$ cat config.mk
export PLATFORM = sky130hd
export DESIGN_NAME = ifetch_queue
export DESIGN_NICKNAME = d
export VERILOG_FILES = /design/src/rtl/ifetch_queue.sv
export SDC_FILE = /design/constraint.sdc
export NUM_CORES = 1
export LEC_CHECK = 0
export CAP_MARGIN = 10
export CORE_AREA = 8 8 131 182
export DETAILED_ROUTE_END_ITERATION = 7
export DIE_AREA = 0 0 139 190
export HOLD_SLACK_MARGIN = 0.05
export PLACE_DENSITY_LB_ADDON = 0.1
export RECOVER_POWER = 25
export SETUP_SLACK_MARGIN = 0.2
export SYNTH_ARGS = -nofsm -noshare
export SYNTH_HDL_FRONTEND = slang
export SYNTH_SLANG_ARGS = --single-unit
$ cat constraint.sdc
create_clock -name clk -period 2.4 [get_ports clk]
set_input_delay 0.48 -clock clk [delete_from_list [all_inputs] [get_ports clk]]
set_output_delay 0.48 -clock clk [all_outputs]
set_load 0.02 [all_outputs]
$ cat src/rtl/ifetch_queue.sv
// Instruction fetch queue: holds the fetch PC, issues word reads over req/ack, queues {pc, word}.
// Latency: an ack into an empty queue shows ir_valid one cycle later; ir/ir_pc are registered.
// Backpressure: ir_ready low fills the queue, after which no new request is issued until a pop.
//
// Ports: clk/rst (sync, active-high); mem_req/mem_addr/mem_ack/mem_rdata (memory read channel);
//        ir_valid/ir/ir_pc/ir_ready (decoder handshake); redir_valid/redir_pc (jump restart);
//        halt (stop fetching, level-sampled and sticky); fault (sticky misaligned-redirect flag).
module ifetch_queue #(
    parameter int          QDEPTH   = 2,
    parameter logic [31:0] RESET_PC = 32'h0
) (
    input  logic        clk,
    input  logic        rst,
    output logic        mem_req,
    output logic [31:0] mem_addr,
    input  logic        mem_ack,
    input  logic [31:0] mem_rdata,
    output logic        ir_valid,
    output logic [31:0] ir,
    output logic [31:0] ir_pc,
    input  logic        ir_ready,
    input  logic        redir_valid,
    input  logic [31:0] redir_pc,
    input  logic        halt,
    output logic        fault
);

    localparam int AW = (QDEPTH > 1) ? $clog2(QDEPTH) : 1;
    localparam logic [AW-1:0] PTR_ONE  = 1;
    localparam logic [AW:0]   CNT_ONE  = 1;
    localparam logic [AW:0]   CNT_FULL = QDEPTH;

    typedef enum logic [2:0] {S_IDLE, S_REQ, S_FULL, S_DRAIN, S_HALT} state_t;

    state_t        state_q, state_d;
    logic [31:0]   pc_q, pc_d;
    logic [31:0]   drain_addr_q, drain_addr_d;
    logic          halt_pend_q, halt_pend_d;
    logic          fault_q, fault_d;
    logic [AW-1:0] rd_ptr_q, rd_ptr_d;
    logic [AW-1:0] wr_ptr_q, wr_ptr_d;
    logic [AW:0]   count_q, count_d;
    logic [31:0]   q_pc_q [QDEPTH];
    logic [31:0]   q_pc_d [QDEPTH];
    logic [31:0]   q_dat_q [QDEPTH];
    logic [31:0]   q_dat_d [QDEPTH];
    logic [31:0]   ir_q, ir_d;
    logic [31:0]   ir_pc_q, ir_pc_d;

    logic outstanding;
    logic halt_now;
    logic pop;
    logic push;

    assign outstanding = (state_q == S_REQ) || (state_q == S_DRAIN);
    // halt may drop before an outstanding request completes; the pending flag remembers it
    assign halt_now    = halt | halt_pend_q;
    assign pop         = (count_q != '0) & ir_ready;
    // an ack coinciding with a redirect belongs to the old stream and is dropped
    assign push        = (state_q == S_REQ) & mem_ack & ~redir_valid;

    assign mem_req  = outstanding;
    // while draining, the address of the abandoned request stays on the bus
    assign mem_addr = (state_q == S_DRAIN) ? drain_addr_q : {pc_q[31:2], 2'b00};
    assign ir_valid = (count_q != '0);
    assign ir       = ir_q;
    assign ir_pc    = ir_pc_q;
    assign fault    = fault_q;

    always_comb begin
        state_d      = state_q;
        pc_d         = pc_q;
        drain_addr_d = drain_addr_q;
        halt_pend_d  = halt_pend_q | halt;
        fault_d      = fault_q;
        rd_ptr_d     = rd_ptr_q;
        wr_ptr_d     = wr_ptr_q;
        count_d      = count_q;
        q_pc_d       = q_pc_q;
        q_dat_d      = q_dat_q;
        ir_d         = ir_q;
        ir_pc_d      = ir_pc_q;

        if (pop) begin
            rd_ptr_d = rd_ptr_q + PTR_ONE;
            count_d  = count_d - CNT_ONE;
        end
        if (push) begin
            q_pc_d[wr_ptr_q]  = pc_q;
            q_dat_d[wr_ptr_q] = mem_rdata;
            wr_ptr_d          = wr_ptr_q + PTR_ONE;
            count_d           = count_d + CNT_ONE;
        end
        // Refresh the registered head. When the new head is the entry being written this
        // cycle (empty queue, or pop of the last entry), bypass the storage array.
        if (push || pop) begin
            if (push && (rd_ptr_d == wr_ptr_q)) begin
                ir_d    = mem_rdata;
                ir_pc_d = pc_q;
            end else begin
                ir_d    = q_dat_q[rd_ptr_d];
                ir_pc_d = q_pc_q[rd_ptr_d];
            end
        end

        case (state_q)
            S_IDLE:  state_d = halt_now ? S_HALT : S_REQ;
            S_REQ: begin
                if (mem_ack) begin
                    pc_d = pc_q + 32'd4;
                    if (halt_now)                state_d = S_HALT;
                    else if (count_d == CNT_FULL) state_d = S_FULL;
                end
            end
            S_FULL: begin
                if (halt_now)  state_d = S_HALT;
                else if (pop)  state_d = S_REQ;
            end
            S_DRAIN: begin
                if (mem_ack) state_d = halt_now ? S_HALT : S_REQ;
            end
            default: state_d = S_HALT;
        endcase

        if (redir_valid) begin
            count_d  = '0;
            rd_ptr_d = '0;
            wr_ptr_d = '0;
            pc_d     = redir_pc;
            if (redir_pc[1:0] != 2'b00) begin
                // misaligned target: abandon any outstanding request and stop for good
                fault_d = 1'b1;
                state_d = S_HALT;
            end else if (state_q != S_HALT) begin
                if (outstanding && !mem_ack) begin
                    drain_addr_d = mem_addr;
                    state_d      = S_DRAIN;
                end else begin
                    state_d = halt_now ? S_HALT : S_REQ;
                end
            end
        end
    end

    always_ff @(posedge clk) begin
        if (rst) begin
            state_q      <= S_IDLE;
            pc_q         <= RESET_PC;
            drain_addr_q <= '0;
            halt_pend_q  <= 1'b0;
            fault_q      <= 1'b0;
            rd_ptr_q     <= '0;
            wr_ptr_q     <= '0;
            count_q      <= '0;
            ir_q         <= '0;
            ir_pc_q      <= '0;
            for (int i = 0; i < QDEPTH; i++) begin
                q_pc_q[i]  <= '0;
                q_dat_q[i] <= '0;
            end
        end else begin
            state_q      <= state_d;
            pc_q         <= pc_d;
            drain_addr_q <= drain_addr_d;
            halt_pend_q  <= halt_pend_d;
            fault_q      <= fault_d;
            rd_ptr_q     <= rd_ptr_d;
            wr_ptr_q     <= wr_ptr_d;
            count_q      <= count_d;
            ir_q         <= ir_d;
            ir_pc_q      <= ir_pc_d;
            q_pc_q       <= q_pc_d;
            q_dat_q      <= q_dat_d;
        end
    end

endmodule

==> results of run 1 <==
-- critical path: cells and delay by family (launching register included) --
kind          cells  cell delay (ns)
flops             1             0.32
buf+inv           5             0.56
mux               1             0.31
simple gates      2             0.14
-- logic make-up after synthesis --
kind of cell | share of synthesized area (%)
AO/OA/AOI/OAI | 17.6
XOR/XNOR | 2.59
adder cells (fa/ha/maj) | 0.224
buffers and inverters | 5.55
flip-flops | 47.6
multiplexers | 9.04
AND/OR/NAND/NOR | 17.4
-- worst min path at each step --
stage / from / endpoint / cells after the start
floorplan: drain_addr_q[0]$_SDFFE_PP0P_ / drain_addr_q[0]$_SDFFE_PP0P_ / 2
global placement: drain_addr_q[0]$_SDFFE_PP0P_ / drain_addr_q[0]$_SDFFE_PP0P_ / 2
detailed placement: fault$_SDFFE_PP0P_ / fault$_SDFFE_PP0P_ / 2
CTS: rst / pc_q[10]$_SDFFE_PP0P_ / 2
global route: rst / pc_q[10]$_SDFFE_PP0P_ / 2
finish: rst / pc_q[10]$_SDFFE_PP0P_ / 2
-- sequential cells by signal, indices dropped and copies added (netlist names) --
name and count:
fault 1, wr_ptr_q 1, q_dat_q 64, state_q 3
pc_q 32, rd_ptr_q 1, drain_addr_q 32, q_pc_q 64
ir 32, ir_pc 32, halt_pend_q 1, count_q 2
-- cell usage after synthesis (all sizes together) --
cell type | instances | share of area (%)
buf | 60 | 2.9
and2 | 3 | 0.17
o22a | 1 | 0.079
a2111o | 1 | 0.10
and4 | 3 | 0.24
o311ai | 1 | 0.079
a21o | 1 | 0.067
nor3 | 14 | 0.67
nor3b | 1 | 0.067
a22oi | 63 | 4.2
o22ai | 2 | 0.11
mux2i | 67 | 6.0
a31oi | 2 | 0.11
a311oi | 3 | 0.24
nor2 | 39 | 1.4
nand3 | 15 | 0.67
nand4 | 9 | 0.77
dfxtp | 265 | 48
nor2b | 2 | 0.11
a211o | 2 | 0.16
nor4 | 12 | 0.79
nand2b | 1 | 0.056
inv | 11 | 0.37
mux2 | 30 | 3.0
or3 | 5 | 0.28
and3 | 4 | 0.22
a2111oi | 1 | 0.079
a211oi | 15 | 1.1
a21oi | 173 | 7.8
nand4bb | 1 | 0.10
clkbuf | 68 | 2.3
o31ai | 2 | 0.13
xnor2 | 30 | 2.4
xor2 | 3 | 0.24
a41oi | 1 | 0.079
or4 | 2 | 0.17
ha | 2 | 0.22
nand2 | 341 | 12
and4bb | 1 | 0.11
or2 | 2 | 0.11
o21ai | 74 | 3.3
-- power groups by stage --
stage / Combinational, uW / Sequential, uW / Clock, uW
after CTS: 649 / 4500 / 4130
after global placement: 619 / 4600 / 0
final: 654 / 4510 / 4060
after global routing: 691 / 4510 / 4310
after floorplan: 319 / 4560 / 0
after detailed placement: 620 / 4600 / 0
-- stage by stage --
step,instances,total power [uW],util [%],setup WS (ns)
floorplan,1333,4880,-,0.335
global placement,1712,5220,63.7,-0.292
detailed placement,1712,5220,63.7,-0.324
CTS,1768,9280,69.2,0.0101
global route,1769,9510,69.4,-0.00308
finish,1769,9230,69.4,0.0473
-- layout make-up --
cell class                 count  area, um^2
sequential                   265        5310
inverter                      11        43.8
timing repair buffer         257        2600
clock inverter                 3        40.0
tap                          260         325
clock buffer                  44         810
multi-input combinational    929        5430
fill                        1704        6410
-- repair_timing --
item,4_1_cts,5_1_grt
pin swaps,1,1
gates resized for setup,218,30
buffers inserted,6,1
cloned,3,0
endpoints found under the setup margin,34,103
-- routing by layer --
metal  up-vias  wire (um)
met2       268      17000
met1      4795      13700
li1       4875          -
met5         -          0
met4         0        660
met3        46       1760
==> flow_summary_export.csv, run 1 <==
group,metric,value,unit
status,status,"completed",
floorplanning,core,0.0210,mm^2
worst_setup_path,start_kind,"flip-flop",
place,port_buffers,168,
sta,tns,0,ns
run,drv_cap,0,
cts,cts_num_sinks,265,
worst_setup_path,worstPathArrival,1.87,ns
layout,drive_gt1_share,14.2,%
worst_setup_path,crit_required,1.92,ns
hold_path,min_path_type,"in2reg",
detailed_routing,wire_per_inst,18.7,um
layout,antenna_cells,0,
power_and_ir_drop,irDropWorstVdd,0.557,mV
grt,grt_max_degree,107,
power_and_ir_drop,swShare,22.6,%
power_and_ir_drop,p_leak,0.00560,uW
grt,grt_pass1_vias,9718,
worst_setup_path,cp-endpoint,"mem_addr[22]",
sta,fmax,425,MHz
sta,rsz0062_at_grt,"true",
layout,nNetsFinal,1562,
worst_setup_path,endpoint_kind,"output port",
floorplanning,start_util,53.2,%
power_and_ir_drop,share_seq_of_total_power,48.9,%
floorplanning,die_area,0.0264,mm^2
power_and_ir_drop,p_per_area,634,mW/mm^2
grt,use_met2,44.3,%
worst_setup_path,critPathKind,"reg2out",
grt,grt_pass1_wl,53.0,mm
floorplanning,dieWidth,139,um
synth,syn_area,0.0112,mm^2
sta,period_share,98.0,%
worst_setup_path,max_stage_delay,0.32,ns
worst_setup_path,startpoint,"state_q[2]$_SDFF_PP0_",
sta,hold_viol,0,
detailed_routing,routed_wirelength,33.1,mm
worst_setup_path,slowest_stage,"dfxtp_2",
cts,cts_buffer_depth,3,
worst_setup_path,reg2reg_slack,0.17,ns
layout,final_common_cell,"nand2_1",
power_and_ir_drop,clkPwrFrac,44.1,%
place,globalplace.congestion,0.824,
sta,drv_slew,0,
detailed_routing,drc,0,
grt,antenna_found_initial,0,
grt,grt-ovfl-total,0,
detailed_routing,vias_per_cell,5.64,
cts,cts_buffers,26,
grt,grt.busiest_layer,"met2",
sta,setup_violations,0,
cts,root_buffer,"clkbuf_16",
sta,timing.hold.ws,0.187,ns
worst_setup_path,cp_max_fo,8,
layout,final_cell_mix,"337 x nand2_1, 259 x dfxtp_1, 173 x a21oi_1",
detailed_routing,drtIter0Drc,661,
floorplanning,fp.dieH,190,um
synth,synthCells,1333,
floorplanning,fp-row-count,63,
worst_setup_path,worstReg2RegEnd,"q_pc_q[6]$_SDFFE_PP0P_",
synth,ys_ff_latch,265,
worst_setup_path,critical_path.reg2reg.startpoint,"state_q[1]$_SDFF_PP0_",
place,dpl_cell_area,0.0134,mm^2
detailed_routing,vias,9984,
sta,fin_skew,0.00989,ns
synth,ys_seq_area_share,47.6,%
worst_setup_path,r2r.worst_path.cells,9,
sta,worstMarginPinSlew,0.926,ns
cts,cts_tree,"yes",
synth,ys_warn_count,0,
grt,use_met3,3.74,%
grt,grt_usage,24.3,%
cts,clkSlewWorstSetupHoldPaths,0.06,ns
power_and_ir_drop,intPower,7140,uW
synth,synth_nets,1405,
cts,htree_levels,1,
detailed_routing,drt_pass1_iterations,5,
worst_setup_path,crit_chain,"inv_2 > nand2_4 > inv_4 > nand2_8 > buf_12 > buf_16 > mux2_4 > buf_6",
synth,syn-mean-instance-area,8.37,um^2
sta,relSlewSlack,38.3,%
cts,clock_latency,0.53,ns
place,hpwl,21.2,mm
floorplanning,ios,169,
detailed_routing,antenna_left,0,
cts,ctsHoldBuffers,0,
layout,design_area,0.0146,mm^2
sta,min_period,2.35,ns
synth,synth_cell_types,55,
grt,met1_usage,29.2,%
layout,syn_to_final_growth,30.5,%
power_and_ir_drop,p_switching,2090,uW
power_and_ir_drop,comb_power_share,7.1,%
Power figures use the tool's default switching activity.
==> run 2: changes to the inputs <==
CORE_AREA = 2 2 124 174   (was 8 8 131 182)
CTS_BUF_LIST = sky130_fd_sc_hd__clkbuf_4 sky130_fd_sc_hd__clkbuf_8   (was not set)
DIE_AREA = 0 0 126 176   (was 0 0 139 190)
==> run 2 against run 1 <==
  * Routed wire length down 2.3%
  * Sequential power about the same
  * Largest cell class unchanged
  * Highest routed layer unchanged
  * Largest power group unchanged
  * Global-route usage is 3.9 points higher
  * Non-clock buffer count increased by 7
  * Cell area grew 0.43%
  * Utilization grew 2.0 points
  * Flip-flop and latch count is the same
==> flow_summary_export.csv, run 2 (synthesis gave the netlist of run 1 again) <==
group,metric,value,unit
worst_setup_path,endpoint_kind,"output port",
status,status,"completed",
grt,grt_usage,28.2,%
cts,cts_buffers,40,
worst_setup_path,crit_required,1.92,ns
place,port_buffers,168,
worst_setup_path,worstPathArrival,1.90,ns
cts,cts_num_sinks,265,
sta,hold_viol,0,
sta,fin_skew,0.00933,ns
detailed_routing,routed_wirelength,32.3,mm
floorplanning,ios,169,
layout,final_common_cell,"nand2_1",
sta,relSlewSlack,50.6,%
power_and_ir_drop,p_per_area,627,mW/mm^2
sta,min_period,2.38,ns
worst_setup_path,cp_max_fo,8,
cts,cts_tree,"yes",
cts,htree_levels,2,
cts,cts_buffer_depth,3,
place,hpwl,20.6,mm
sta,worstMarginPinSlew,0.741,ns
worst_setup_path,reg2reg_slack,0.26,ns
layout,largestRegisters,"q_dat_q x64, q_pc_q x64",
place,globalplace.congestion,0.865,
detailed_routing,drtIter0Drc,684,
sta,drv_slew,0,
floorplanning,core,0.0205,mm^2
grt,grt_pass1_wl,51.2,mm
worst_setup_path,critPathKind,"reg2out",
detailed_routing,wire_per_inst,18.0,um
sta,rsz0062_at_grt,"true",
floorplanning,fp-row-count,62,
floorplanning,start_util,54.5,%
grt,grt_pass1_vias,10100,
grt,antenna_found_initial,0,
power_and_ir_drop,irDropWorstVdd,0.430,mV
layout,nNetsFinal,1583,
detailed_routing,antenna_left,0,
sta,timing.hold.ws,0.322,ns
cts,clkSlewWorstSetupHoldPaths,0.06,ns
detailed_routing,vias,10300,
run,drv_cap,0,
sta,setup_violations,0,
layout,final_cell_mix,"337 x nand2_1, 260 x dfxtp_1, 173 x a21oi_1",
cts,clock_latency,0.54,ns
cts,root_buffer,"clkbuf_8",
grt,grt-ovfl-total,0,
power_and_ir_drop,p_leak,0.00557,uW
grt,grt_max_degree,68,
detailed_routing,drc,0,
floorplanning,die_area,0.0222,mm^2
layout,drive_gt1_share,16.2,%
floorplanning,dieWidth,126,um
sta,tns,0,ns
layout,antenna_cells,0,
detailed_routing,vias_per_cell,5.73,
hold_path,min_path_type,"in2reg",
sta,fmax,420,MHz
worst_setup_path,start_kind,"flip-flop",
cts,ctsHoldBuffers,0,
sta,period_share,99.2,%
detailed_routing,drt_pass1_iterations,5,
floorplanning,fp.dieH,176,um
layout,syn_to_final_growth,31.1,%
run 2: cell types whose count changed in the layout (fill, tap and decap cells not counted), moves of 2 or more:
cell             previous run  this run
clkbuf_8                    7        54
clkdlybuf4s50_1           101       131
dlygate4sd3_1              32         2
clkbuf_16                  27         0
buf_4                      61        71
clkbuf_1                   16         7
clkbuf_4                    1         9
clkbuf_2                    4         0
clkinv_2                    2         5
buf_12                     15        17
nor4_1                      9        11
nor4_2                      3         1
run 2: layer usage:
metal / vias up / track usage (%) / part of all wire, %
met2: 358 / 50.6 / 51
met5: - / 0 / 0
met1: 4940 / 33.4 / 40
li1: 4918 / - / -
met4: 0 / 10.8 / 2.9
met3: 71 / 5.00 / 5.9
run 2: final cells by class:
cell class,instances,area (um^2)
clock buffers,63,811
clock inverters,7,63.8
well taps,256,320
multi-input cells,929,5390
inverters,11,43.8
repair buffers,264,2680
fillers,1650,5860
flip-flops and latches,265,5310
run 2: final timing paths:
| path | startpoint | end | cells after the start |
|---|---|---|---|
| worst min register to register | drain_addr_q[8]$_SDFFE_PP0P_ | drain_addr_q[8]$_SDFFE_PP0P_ | 2 |
| worst min-delay path | rst | pc_q[6]$_SDFFE_PP0P_ | 2 |
| worst max-delay path | state_q[2]$_SDFF_PP0_ | mem_addr[30] | 8 |
| worst max register to register | pc_q[3]$_SDFFE_PP0P_ | pc_q[26]$_SDFFE_PP0P_ | 6 |
run 2: repair_timing:
item | 4_1_cts | 5_1_grt
resized for setup | 223 | 19
pin swaps | 1 | 1
gates cloned | 3 | 0
endpoints found under the setup margin | 34 | 90
buffers inserted | 5 | 5
run 2: metrics by stage:
stage / utilization [%] / std cells / total power [uW] / setup slack [ns] / area [um^2]
after floorplan: - / 1333 / 4880 / 0.335 / 11200
after global placement: 65.6 / 1712 / 5220 / -0.0273 / 13400
after detailed placement: 65.6 / 1712 / 5220 / -0.129 / 13400
after CTS: 71.2 / 1790 / 9200 / -0.0172 / 14600
after global routing: 71.4 / 1795 / 9440 / -0.0234 / 14600
final: 71.4 / 1795 / 9160 / 0.0192 / 14600
run 2: worst max-delay path, cell delays in order, from the launching register on:
cell,delay [ns]
dfxtp_2,0.32
inv_2,0.07
nand2_4,0.06
inv_4,0.08
nand2_8,0.08
buf_12,0.14
buf_16,0.14
mux2_4,0.33
buf_6,0.14
run 2: power by group:
group          total [uW]  switching, uW  leakage, uW  internal [uW]
registers            4510           62.9      0.00214           4440
logic                 658            346      0.00296            311
clock network        4000           1740     0.000468           2250
